## src/rtl/frame_scan_ctrl.sv

```systemverilog
// rtl/frame_scan_ctrl.sv - raster-scan controller: pixel addressing, line-buffer selects, KxK window flags
module frame_scan_ctrl #(
    parameter int IMG_W  = 640,
    parameter int IMG_H  = 640,
    parameter int K      = 3,
    parameter int ADDR_W = 19
) (
    input  logic              clk,
    input  logic              reset,
    input  logic              start,
    input  logic              in_valid,
    output logic              in_ready,
    input  logic              out_ready,
    output logic [ADDR_W-1:0] rd_addr,
    output logic              lb_wr_en,
    output logic [1:0]        lb_sel,
    output logic              win_valid,
    output logic [9:0]        win_row,
    output logic [9:0]        win_col,
    output logic              busy,
    output logic              done
);

    typedef enum logic [1:0] {
        S_IDLE = 2'd0,
        S_SCAN = 2'd1,
        S_DONE = 2'd2
    } state_t;

    localparam logic [9:0] COL_LAST = 10'(IMG_W - 1);
    localparam logic [9:0] ROW_LAST = 10'(IMG_H - 1);
    localparam logic [9:0] KM1      = 10'(K - 1);
    localparam logic [1:0] LB_LAST  = 2'(K - 1);

    state_t            state_q, state_d;
    logic [9:0]        row_q, row_d;
    logic [9:0]        col_q, col_d;
    logic [ADDR_W-1:0] rd_addr_q, rd_addr_d;
    logic [1:0]        lb_sel_q, lb_sel_d;
    logic              win_valid_q, win_valid_d;
    logic [9:0]        win_row_q, win_row_d;
    logic [9:0]        win_col_q, win_col_d;
    logic              win_cond;
    logic              accept;

    // Fill pixels never wait on the MAC array; window-producing pixels do.
    assign win_cond = (row_q >= KM1) && (col_q >= KM1);
    assign in_ready = (state_q == S_SCAN) && (!win_cond || out_ready);
    assign accept   = in_valid && in_ready;

    always_ff @(posedge clk or posedge reset) begin
        if (reset) begin
            state_q     <= S_IDLE;
            row_q       <= '0;
            col_q       <= '0;
            rd_addr_q   <= '0;
            lb_sel_q    <= '0;
            win_valid_q <= 1'b0;
            win_row_q   <= '0;
            win_col_q   <= '0;
        end else begin
            state_q     <= state_d;
            row_q       <= row_d;
            col_q       <= col_d;
            rd_addr_q   <= rd_addr_d;
            lb_sel_q    <= lb_sel_d;
            win_valid_q <= win_valid_d;
            win_row_q   <= win_row_d;
            win_col_q   <= win_col_d;
        end
    end

    always_comb begin
        state_d     = state_q;
        row_d       = row_q;
        col_d       = col_q;
        rd_addr_d   = rd_addr_q;
        lb_sel_d    = lb_sel_q;
        win_valid_d = 1'b0;
        win_row_d   = win_row_q;
        win_col_d   = win_col_q;
        case (state_q)
            S_IDLE: begin
                if (start) begin
                    state_d   = S_SCAN;
                    row_d     = '0;
                    col_d     = '0;
                    rd_addr_d = '0;
                    lb_sel_d  = '0;
                end
            end
            S_SCAN: begin
                if (accept) begin
                    rd_addr_d = rd_addr_q + ADDR_W'(1);
                    if (col_q == COL_LAST) begin
                        col_d = '0;
                        // Last pixel: park counters at zero so the address never runs past the frame.
                        if (row_q == ROW_LAST) begin
                            state_d   = S_DONE;
                            row_d     = '0;
                            rd_addr_d = '0;
                            lb_sel_d  = '0;
                        end else begin
                            row_d    = row_q + 10'd1;
                            lb_sel_d = (lb_sel_q == LB_LAST) ? 2'd0 : lb_sel_q + 2'd1;
                        end
                    end else begin
                        col_d = col_q + 10'd1;
                    end
                    if (win_cond) begin
                        win_valid_d = 1'b1;
                        win_row_d   = row_q - KM1;
                        win_col_d   = col_q - KM1;
                    end
                end
            end
            S_DONE: begin
                state_d = S_IDLE;
            end
            default: begin
                state_d = S_IDLE;
            end
        endcase
    end

    assign rd_addr   = rd_addr_q;
    assign lb_wr_en  = accept;
    assign lb_sel    = lb_sel_q;
    assign win_valid = win_valid_q;
    assign win_row   = win_row_q;
    assign win_col   = win_col_q;
    assign busy      = (state_q != S_IDLE);
    assign done      = (state_q == S_DONE);

endmodule

```

## config.mk

```make
export PLATFORM = sky130hd
export DESIGN_NAME = frame_scan_ctrl
export DESIGN_NICKNAME = d
export VERILOG_FILES = /design/src/rtl/frame_scan_ctrl.sv
export SDC_FILE = /design/constraint.sdc
export NUM_CORES = 1
export LEC_CHECK = 0
export ABC_AREA = 1
export BUFFER_PORTS_ARGS = -buffer_cell sky130_fd_sc_hd__buf_4
export CORE_MARGIN = 5
export CORE_UTILIZATION = 50
export DETAILED_ROUTE_END_ITERATION = 7
export GPL_ROUTABILITY_DRIVEN = 0
export GPL_TIMING_DRIVEN = 0
export PLACE_DENSITY = 0.7
export REMOVE_ABC_BUFFERS = 1
export SETUP_SLACK_MARGIN = 0.15
export SYNTH_ARGS = -nofsm -noshare
export SYNTH_HDL_FRONTEND = slang
export SYNTH_SLANG_ARGS = --single-unit
```

## constraint.sdc

```tcl
create_clock -name clk -period 5.3 [get_ports clk]
set_input_delay 0.53 -clock clk [delete_from_list [all_inputs] [get_ports clk]]
set_output_delay 0.53 -clock clk [all_outputs]
set_load 0.02 [all_outputs]
```

==> results of run 1 <==
==> Yosys cell counts (all sizes together), types with 6 or more instances <==
master,instances
nand2,189
nor2,76
dfrtp,64
nand3,64
inv,51
o21ai,24
buf,20
xor2,17
nor3,13
ha,9
xnor2,8
clkbuf,7
nand4,7
o21bai,7
a21oi,6
==> routing by layer <==
| metal | vias up | GRT usage |
|---|---|---|
| li1 | 1908 | - |
| met1 | 1695 | 0.2659 |
| met2 | 93 | 0.3349 |
| met3 | 13 | 0.03683 |
| met4 | 0 | 0.07565 |
| met5 | - | 0 |
==> cell families (layout without fill, tap and decap cells) <==
logic type,Yosys count,count (layout)
AO/OA/AOI/OAI,44,44
XOR/XNOR,25,25
adder cells (fa/ha/maj),9,9
buffers and inverters,78,117
flip-flops,64,64
AND/OR/NAND/NOR,359,359
==> area by class of cell <==
class,instances,area share
Multi-Input combinational cell,437,0.4610
Sequential cell,64,0.3463
Timing Repair Buffer,51,0.08550
Inverter,51,0.04140
Clock buffer,12,0.03355
Tap cell,105,0.02841
Clock inverter,3,0.003788
==> how the worst max path moves through the flow <==
stage / start / to / slack [ps] / depth (start not counted)
5_1_grt: state_q[1] / lb_sel[1] / 1650 / 7
6_report: state_q[1] / lb_sel[1] / 1950 / 7
3_3_place_gp: state_q[1] / lb_sel[0] / 1360 / 7
3_5_place_dp: state_q[1] / lb_sel[1] / 1930 / 7
2_1_floorplan: state_q[1] / lb_sel[0] / 2640 / 7
4_1_cts: state_q[1] / lb_sel[1] / 1920 / 7
==> placed cells by master, fill, tap and decap left out, drive strengths merged, types with 2 or more instances in the layout <==
| cell | count |
|---|---|
| o211ai | 4 |
| dfrtp | 64 |
| o21ai | 24 |
| o21bai | 7 |
| clkinv | 2 |
| nand3 | 64 |
| nor2 | 76 |
| and2 | 2 |
| nand2 | 189 |
| a21oi | 6 |
| xor2 | 17 |
| clkbuf | 12 |
| nand4 | 7 |
| buf | 51 |
| ha | 9 |
| inv | 51 |
| xnor2 | 8 |
| nor3 | 13 |
| or2 | 3 |
| nor3b | 4 |
==> per-stage QoR <==
step	hold WS [ps]	instance area, µm²	instances
4_1_cts	280.6	4624	723
3_5_place_dp	475.3	4452	708
2_1_floorplan	486.4	3920	552
6_report	259.2	4624	723
3_3_place_gp	463.7	4427	707
5_1_grt	320.8	4624	723
==> registers in the layout, indices dropped and copies added (netlist names) <==
register	cells
win_row	10
state_q	2
win_col	10
lb_sel	2
rd_addr	19
win_valid	1
col_q	10
row_q	10
==> power breakdown <==
| part | internal [W] | switching [W] | leakage (nW) |
|---|---|---|---|
| logic | 0.000350 | 0.000647 | 1.45 |
| registers | 0.000611 | 0.000114 | 0.845 |
| clock network | 0.000191 | 0.000188 | 0.0882 |
==> critical path, delay by kind of cell, from the launching register on <==
kind,cells,cell delay (ps)
buffers and inverters,1,250
flip-flops,1,400
AO/OA/AOI/OAI,1,180
AND/OR/NAND/NOR,5,2390
==> results.env, run 1 <==
FILLERS=793
RR_STARTPOINT='state_q[1]'
YOSYS-TOP-CELLS-AREA='dfrtp_1 (39%), nand2_1 (17%), nand3_1 (7.5%)'
GRT_PASS1_WL_UM=16610
DETAILEDPLACE.WORSTSLACK_PS=1931
WORST-SETUP-PATH-TYPE='reg2reg'
VIAS_PER_CELL=5.130
CRIT_PATH_START_KIND='flip-flop'
CTS_MADE_BUFFERS=9
CTS_TREE='built'
WORST_R2R_PATH_DEPTH=7
ROUTE.MET3.WL_UM=474
TIMING.SETUP.TNS_PS=0
NUMBER_OF_PLACEMENT_ROWS=33
SETUP_VIOL=0
LAYOUT_WORST_PATH_CYCLE_SHARE=0.6323
LAYOUT-DRIVE-GT1-SHARE=0.1440
TIGHTEST_SLEW_PS=1027
DIE_W_UM=100.4
POSTCTSSETUPBUFFERS=0
SYNTH.TOP_CELL.AREA_SHARE=0.3922
IR_DROP_V=0.0002008
CLOCK_SINK_COUNT=64
FP.DIEAREA_UM2=10080
CTS.HOLD.BUFFERS_ADDED=0
DRT-MET1-WL_UM=4504
LEAKAGE_nW=2.388
POSTCTSRESIZEDCELLS=0
TOPROUTINGLAYERUSED='met4'
DESIGN.FINAL.NETS=628
LARGEST_FAMILY_OF_LOGIC_CELLS_BY_SYNTHESIZED_AREA='simple AND/OR/NAND/NOR gates'
MET2ROUTEDLENGTH_UM=4494
YOSYS.AREA_SHARE.XOR_XNOR=0.05362
MAXIMUM_COUNT_OF_CLOCK_BUFFERS_ALONG_A_SINGLE_PATH=2
CRITPATHSLOWESTCELL='nand2_1'
MAXSLEWHEADROOM=0.3135
GRT_PASS1_VIAS=3626
WIRELENGTH_UM=9625
CAP_VIOL_MAX_COUNT=0
CPPEAKSTAGEDELAY_PS=840
WORST_CLK_SKEW_PS=9.290
DRTPASS1ITERATIONS=5
FIN_UTIL=0.5714
SYNTH_ENABLE_FLOP_CELLS=0
RSZ0062_AT_GRT='no'
MAPPEDNETLISTAREA_UM2=4084
DESIGN_POWER_TOTAL_W=0.002102
ROUTED-VIA-COUNT=3709
CTSROOTBUFFERMASTER='clkbuf_8'
MULTI_INPUT_COMB_AREA_UM2=2132
CP_DATA_REQUIRED_TIME_PS=5540
CORE_AREA_UM2=8093
WORSTSETUPENDPOINTTYPE='flip-flop'
PATH_MAX_FANOUT=41
GRT_USE_TOTAL=0.2029
CLKTRANSATPATHREGS_PS=70
POSTROUTEANTENNANETS=0
GRT_MAX_DEGREE=42
WORST_MIN_DELAY_PATH_CLASS='in2async'
SYNTH-SEQ-CELLS=64
CPMOSTUSEDCELL='nand2_1'
FLOORPLAN.DIE.HEIGHT_UM=100.4
INITIAL_DRC_COUNT=173
SLEW_VIOLATIONS=0
FMAX_MHz=298.4
ANT_DIODES=0
PERIOD_MINUS_SLACK_PS=3351
TIMING_HOLD_VIOLATIONS_FINAL=0
PROPORTION_OF_SYNTHESIZED_FLIP_FLOPS_HAVING_ASYNCHRONOUS_SET_OR_RESET=1.000
IOS=51
CLOCK_NETWORK_LATENCY_TO_THE_LATER_PIN_OF_THE_WORST_SKEW_PAIR_PS=350
DRT-WIRELENGTH-PER-CELL_UM=13.31
SYNTH_SEQUENTIAL_AREA_RATIO=0.3922
MULTIPLEXER_FRACTION_OF_THE_SYNTHESIZED_CELL_AREA=0
SYN_AREA_PER_CELL_UM2=7.053
SETUP_WS_PS=1949
SYNTH_WARNINGS=0
SYNTHADDERAREAFRAC=0.02757
DETAILEDPLACEMENTHPWL_UM=6630
SYNTHESIZED_AREA_FRACTION_OCCUPIED_BY_AO_OA_AOI_AND_OAI_CELLS=0.06403
GRT_OVERFLOW_TOTAL=0
ANTENNA_FOUND_INITIAL=0
R2R_SETUP_SLACK_PS=1950
RUN_STATUS='completed'
PWR_DENSITY_CELL_nW_PER_UM2=454.6
H-TREE-DEPTH=3
TIMING.RR.END='lb_sel[1]'
POST_SYNTH_TOP_FLOP='dfrtp_1'
SYNTH_SIMPLE_GATE_AREA_SHARE=0.3756
INITIAL_CORE_UTIL=0.5046
CRITICAL_PATH_ARRIVAL_PS=3590
SYNTH_LARGEST_AREA_CELL='dfrtp_1'
DRCVIOLATIONCOUNT=0
AREA_GROWTH_PCT=13.24
PORT-BUFFER-COUNT=50
NETLIST_INSTANCES=579
SEQCELLAREA_UM2=1602
SYNTH.DISTINCT_CELLS=31
TIMING.CRITICAL_PATH.CELLS='inv_2, nand2_1, a21oi_1, nor2_4, nand2_1, nand2_1, nand2_1'
(Power assumes the default switching activity.)
==> inputs of run 2 (changes only) <==
==> constraint.sdc (replaced) <==
create_clock -name clk -period 3.2 [get_ports clk]
set_input_delay 0.32 -clock clk [delete_from_list [all_inputs] [get_ports clk]]
set_output_delay 0.32 -clock clk [all_outputs]
set_load 0.02 [all_outputs]
==> run 2 against run 1 <==
  * First-iteration DRC count is 11% higher
  * Worst setup slack worse by 1500 ps
  * Core utilization rose by 0.26 points
  * Maximum frequency grew 22%
  * Register-to-register slack worse by 1500 ps
  * Hold slack got worse by 200 ps
  * Combinational power increased by 68%
  * Critical path depth rose by 1
  * Highest routed layer unchanged
==> results.env, run 2 (synthesized netlist as in run 1, its figures left out) <==
WORST_CLK_SKEW_PS=7.718  # -1.572 ps
TIMING.SETUP.TNS_PS=0  # unchanged
INITIAL_CORE_UTIL=0.5046  # unchanged
MAXSLEWHEADROOM=0.3708  # +0.05721
CRITPATHSLOWESTCELL='a21oi_4'
CLOCK_SINK_COUNT=64  # unchanged
CAP_VIOL_MAX_COUNT=0  # unchanged
COMBINATIONALPOWERSHARE=0.479  # +0.004
DRTPASS1ITERATIONS=4  # -1
H-TREE-DEPTH=3  # unchanged
SETUP_VIOL=0  # unchanged
WORST-SETUP-PATH-TYPE='reg2reg'
FLOORPLAN.DIE.HEIGHT_UM=100.4  # unchanged
PATH_MAX_FANOUT=19  # -54%
CRIT_PATH_START_KIND='flip-flop'
SETUP_WS_PS=446.2  # -1503 ps
ANT_DIODES=0  # unchanged
PORT-BUFFER-COUNT=50  # unchanged
SEQCELLAREA_UM2=1602  # unchanged
FILLERS=795  # +0.25%
NET_SWITCHING_W=0.001596  # +68%
PERIOD_MINUS_SLACK_PS=2754  # -597.1 ps
IR_DROP_V=0.0003652  # +82%
AREA_GROWTH_PCT=13.76
CTSROOTBUFFERMASTER='clkbuf_8'
LAYOUT-DRIVE-GT1-SHARE=0.1470  # +0.002998
CTS_TREE='built'
GRT_USE_TOTAL=0.2029  # unchanged
DIE_W_UM=100.4  # unchanged
MOST-COMMON-LAYOUT-CELLS='nand2_1 (184), nor2_1 (71), dfrtp_1 (64)'
CLKTRANSATPATHREGS_PS=70  # about the same
TIMING.CRITICAL_PATH.CELLS='ha_1, nand2_1, nor2_1, nand3_2, a21oi_4, nand2_1, nand2_1, nand2_1'
WORST-PATH-BUF-INV=0  # -1
RUN_STATUS='completed'
CPMOSTUSEDCELL='nand2_1'
WIRELENGTH_UM=9842  # +2.3%
RSZ0062_AT_GRT='no'
GRT_MAX_DEGREE=42  # unchanged
DESIGN_POWER_TOTAL_W=0.003517  # +67%
IOS=51  # unchanged
P_INT_W=0.001920  # +67%
RR_STARTPOINT='col_q[1]'
GRT_PASS1_WL_UM=16600  # about the same
DETAILEDPLACE.WORSTSLACK_PS=-169.2  # -2100 ps
VIAS_PER_CELL=5.189  # +1.2%
SLEW_VIOLATIONS=0  # unchanged
CELL_CLASS_CONTRIBUTING_THE_BIGGEST_SHARE_OF_WORST_PATH_DELAY='simple AND/OR/NAND/NOR gates'
CORE_AREA_UM2=8093  # unchanged
POWER_FRAC_SEQ=0.343  # -0.002
INITIAL_DRC_COUNT=192  # +11%
TIMING.RR.END='lb_sel[1]'
DRT-WIRELENGTH-PER-CELL_UM=13.59  # +2.1%
TIMING_HOLD_VIOLATIONS_FINAL=0  # unchanged
DRCVIOLATIONCOUNT=0  # unchanged
MULTI_INPUT_COMB_AREA_UM2=2153  # +1.0%
GRT_PASS1_VIAS=3609  # -0.47%
CRITICAL_PATH_ARRIVAL_PS=2990  # -600 ps
TIGHTEST_SLEW_PS=942.8  # -84.35 ps
LARGEST_REGISTER_FF_COUNT=19  # unchanged
WORST_MIN_DELAY_PATH_CLASS='in2async'
CP_DATA_REQUIRED_TIME_PS=3430  # -2110 ps
FP.DIEAREA_UM2=10080  # unchanged
LAYOUT_WORST_PATH_CYCLE_SHARE=0.8606  # +0.2283
CPPEAKSTAGEDELAY_PS=520  # -320 ps
DESIGN.FINAL.NETS=629  # +0.16%
CLOCK_NETWORK_LATENCY_TO_THE_LATER_PIN_OF_THE_WORST_SKEW_PAIR_PS=340  # about the same
MAXIMUM_COUNT_OF_CLOCK_BUFFERS_ALONG_A_SINGLE_PATH=2  # unchanged
PWR_DENSITY_CELL_nW_PER_UM2=757.0  # +67%
R2R_SETUP_SLACK_PS=450  # -1500 ps
ANTENNA_FOUND_INITIAL=0  # unchanged
POWER.SHARE.CLOCK=0.178  # -0.002
FINAL.HOLD.WORST_SLACK_PS=57.93  # -201.2 ps
POWER.SWITCHING_FRACTION=0.4539  # +0.002377
WORST_R2R_PATH_DEPTH=8  # +1
GRT_OVERFLOW_TOTAL=0  # unchanged
CTS_MADE_BUFFERS=9  # unchanged
WORSTSETUPENDPOINTTYPE='flip-flop'
LEAKAGE_nW=2.392  # +0.15%
FMAX_MHz=363.1  # +22%
DETAILEDPLACEMENTHPWL_UM=6630  # unchanged
NUMBER_OF_PLACEMENT_ROWS=33  # unchanged
POSTROUTEANTENNANETS=0  # unchanged
MOSTFREQUENTLAYOUTCELL='nand2_1'
ROUTED-VIA-COUNT=3757  # +1.3%
run 2: cell types whose count changed in the layout (fill, tap and decap cells not counted), sizes merged:
cell  before  now
nor2      76   77
run 2: what timing repair did:
item,CTS,global route
setup endpoints to repair,62,41
buffers inserted,0,0
resized for setup,1,2
pin swaps,0,1
hold buffers,0,0
endpoints found under the hold margin,0,0
gates cloned,0,1
run 2: power groups by stage:
stage | Clock, W | Combinational (W) | Sequential, W
after CTS | 0.000642 | 0.00168 | 0.00120
final | 0.000624 | 0.00168 | 0.00121
after global placement | 0 | 0.00164 | 0.00121
after floorplan | 0 | 0.000940 | 0.00137
after detailed placement | 0 | 0.00168 | 0.00122
after global routing | 0.000677 | 0.00187 | 0.00125
run 2: layout make-up:
class	count	share of cell area
Timing Repair Buffer	51	0.08511
Inverter	51	0.04121
Multi-Input combinational cell	438	0.4635
Clock inverter	3	0.003771
Sequential cell	64	0.3447
Tap cell	105	0.02828
Clock buffer	12	0.03340
run 2: through the flow:
stage                     cell area [µm²]  utilization  instances
after detailed placement             4452       0.5501        708
after CTS                            4627       0.5717        723
after floorplan                      3920            -        552
final                                4646       0.5741        724
after global placement               4427       0.5470        707
after global routing                 4646       0.5741        724
run 2: worst max-delay path by stage:
stage / end / cells past startpoint / startpoint
4_1_cts: lb_sel[1] / 7 / state_q[1]
3_5_place_dp: lb_sel[1] / 7 / state_q[1]
6_report: lb_sel[1] / 8 / col_q[1]
2_1_floorplan: lb_sel[0] / 7 / state_q[1]
3_3_place_gp: lb_sel[0] / 7 / state_q[1]
5_1_grt: lb_sel[1] / 8 / col_q[1]
run 2: routing by layer:
layer / vias up / routed length, µm / global-route usage
li1: 1908 / - / -
met2: 111 / 4519 / 0.3359
met4: 0 / 107 / 0.07150
met5: - / 0 / 0
met3: 7 / 567 / 0.03544
met1: 1731 / 4648 / 0.2677
==> inputs of run 3 (changes only) <==
--- a/config.mk
+++ b/config.mk
@@ -13,6 +13,7 @@
 export GPL_ROUTABILITY_DRIVEN = 0
 export GPL_TIMING_DRIVEN = 0
 export PLACE_DENSITY = 0.7
+export RECOVER_POWER = 100
 export REMOVE_ABC_BUFFERS = 1
 export SETUP_SLACK_MARGIN = 0.15
 export SYNTH_ARGS = -nofsm -noshare
==> run 3 against run 2 <==
  * The run now ends with capacitance limit, slew limit left
  * Count of clock-buffer cells in the layout stayed put
  * Hold slack better by 170 ps
  * First-iteration DRC count increased by 5.7%
  * Via count increased by 0.67%
  * Combinational power decreased by 9.5%
  * Cell count unchanged
  * Sequential power barely moved
  * Non-clock buffer count is the same
==> results.env, run 3 (synthesized netlist as in run 1, its figures left out) <==
CTS.HOLD.BUFFERS_ADDED=0  # unchanged
LAYOUT_WORST_PATH_CYCLE_SHARE=0.8675  # +0.006970
LAYOUT.CELL_AREA.NON_FILLER_UM2=4471  # -3.8%
WORSTSETUPENDPOINTTYPE='flip-flop'
GRT_USE_TOTAL=0.2029  # unchanged
WORST-SETUP-PATH-TYPE='reg2reg'
LARGEST_REGISTER_FF_COUNT=19  # unchanged
DRCVIOLATIONCOUNT=0  # unchanged
NUMBER_OF_PLACEMENT_ROWS=33  # unchanged
WIRELENGTH_UM=9797  # -0.46%
DESIGN.FINAL.NETS=629  # unchanged
RSZ0062_AT_GRT='no'
CTS_MADE_BUFFERS=9  # unchanged
DRTPASS1ITERATIONS=5  # +1
CTSROOTBUFFERMASTER='clkbuf_8'
CTS_TREE='built'
PORT-BUFFER-COUNT=50  # unchanged
PERIOD_MINUS_SLACK_PS=2776  # +22.30 ps
PWR_DENSITY_CELL_nW_PER_UM2=749.7  # -0.96%
H-TREE-DEPTH=3  # unchanged
CAP_VIOL_MAX_COUNT=1  # +1
AREA_GROWTH_PCT=9.467
POST-PLACE-CELLS=708  # unchanged
TIMING.SETUP.TNS_PS=0  # unchanged
ANTENNA_FOUND_INITIAL=0  # unchanged
CRITICAL_PATH_ARRIVAL_PS=3000  # about the same
ANT_DIODES=0  # unchanged
WORST_MIN_DELAY_PATH_CLASS='in2async'
CLOCK_SINK_COUNT=64  # unchanged
FP.DIEAREA_UM2=10080  # unchanged
CLOCK_NETWORK_LATENCY_TO_THE_LATER_PIN_OF_THE_WORST_SKEW_PAIR_PS=340  # about the same
CRIT_PATH_START_KIND='flip-flop'
RUN_STATUS='finished with violations'
FMAX_MHz=360.2  # -0.80%
LEAKAGE_nW=2.227  # -6.9%
PLACED_CELL_AREA_UM2=4452  # unchanged
PATH_MAX_FANOUT=30  # +11
IOS=51  # unchanged
SLEW_VIOLATIONS=39  # +39
FLOORPLAN.DIE.HEIGHT_UM=100.4  # unchanged
VIAS_PER_CELL=5.224  # +0.67%
CORE_AREA_UM2=8093  # unchanged
FILLERS=844  # +6.2%
FINAL_CELLS=724  # unchanged
IR_DROP_V=0.0003605  # -1.3%
DRT-WIRELENGTH-PER-CELL_UM=13.53  # -0.46%
GRT_MAX_DEGREE=42  # unchanged
TIGHTEST_SLEW_PS=1681  # +738.6 ps
INITIAL_DRC_COUNT=203  # +5.7%
WORST_CLK_SKEW_PS=8.526  # +0.8077 ps
GRT_OVERFLOW_TOTAL=0  # unchanged
ROUTED-VIA-COUNT=3782  # +0.67%
R2R_SETUP_SLACK_PS=420  # -20 ps
CP_DATA_REQUIRED_TIME_PS=3430  # about the same
GRT_PASS1_WL_UM=16600  # unchanged
LAYOUT-DRIVE-GT1-SHARE=0.06624  # -0.08078
VIOLATIONS='capacitance limit, slew limit'
MOSTFREQUENTLAYOUTCELL='nand2_1'
INITIAL_CORE_UTIL=0.5046  # unchanged
SETUP_VIOL=0  # unchanged
CLKTRANSATPATHREGS_PS=70  # about the same
TIMING_HOLD_VIOLATIONS_FINAL=0  # unchanged
MOST-COMMON-LAYOUT-CELLS='nand2_1 (185), nor2_1 (71), dfrtp_1 (64)'
DIE_W_UM=100.4  # unchanged
GRT_PASS1_VIAS=3609  # unchanged
POSTROUTEANTENNANETS=0  # unchanged
DETAILEDPLACEMENTHPWL_UM=6630  # unchanged
MAXSLEWHEADROOM=-0.1210  # -0.4917
MAXIMUM_COUNT_OF_CLOCK_BUFFERS_ALONG_A_SINGLE_PATH=2  # unchanged
-- run 3: changes by cell type in the layout (fill, tap and decap cells not counted), sizes merged --
cell          previous run  this run
buf                     51         6
clkbuf                  12        56
dlymetal6s4s             0         1
-- run 3: path summary, 6_finish.rpt --
path                            startpoint     endpoint  cells after the start
worst max-delay path            state_q[1]  rd_addr[14]                      8
worst min-delay path                 reset     row_q[1]                      2
worst max register to register  state_q[1]  rd_addr[14]                      8
worst min register to register  win_row[5]   win_row[5]                      2
max in group asynchronous            reset  rd_addr[13]                      3
min in group clk                     start   state_q[0]                      3
-- run 3: metrics by stage --
step | hold WS [ps] | setup slack, ps | total power, W | utilization
2_1_floorplan | 486.4 | 543.9 | 0.002305 | -
6_report | 224.9 | 423.9 | 0.003352 | 0.5524
5_1_grt | 341.8 | 122.6 | 0.003626 | 0.5524
3_3_place_gp | 463.7 | -736.9 | 0.002842 | 0.5470
3_5_place_dp | 439.7 | -169.2 | 0.002893 | 0.5501
4_1_cts | 70.61 | 172.5 | 0.003527 | 0.5717
-- run 3: timing repair --
| item | CTS | global route |
|---|---|---|
| gates cloned | 0 | 1 |
| pin swaps | 0 | 1 |
| setup endpoints to repair | 62 | 41 |
| setup buffers | 0 | 0 |
| gates resized for setup | 1 | 2 |
-- run 3: cell type report --
type,instances,area (µm²),area share
Multi-Input combinational cell,438,2147,0.4803
Sequential cell,64,1602,0.3582
Timing Repair Buffer,51,226.5,0.05066
Inverter,51,191.4,0.04282
Clock buffer,12,155.1,0.03470
Tap cell,105,131.4,0.02939
Clock inverter,3,17.52,0.003918
-- run 3: worst max-delay path, stage by stage, from the launching register on --
cell and delay, ps:
dfrtp_1 440, inv_2 460, nand2_4 340, inv_1 330, nand3_2 150, nand2_1 130
nand3b_2 510, nand2_1 220, nand2_1 60
-- run 3: routing by layer --
layer,global-route usage,part of all wire
met5,0,0
met1,0.2677,0.46
met3,0.03544,0.055
met4,0.07150,0.015
met2,0.3359,0.47
-- run 3: where the power goes --
group | leakage [nW] | total (W) | switching (W) | internal, W
sequential | 0.845 | 0.00120 | 0.000190 | 0.00101
clock | 0.0882 | 0.000626 | 0.000310 | 0.000317
combinational | 1.29 | 0.00152 | 0.00108 | 0.000446
total | 2.23 | 0.00335 | 0.00158 | 0.00178
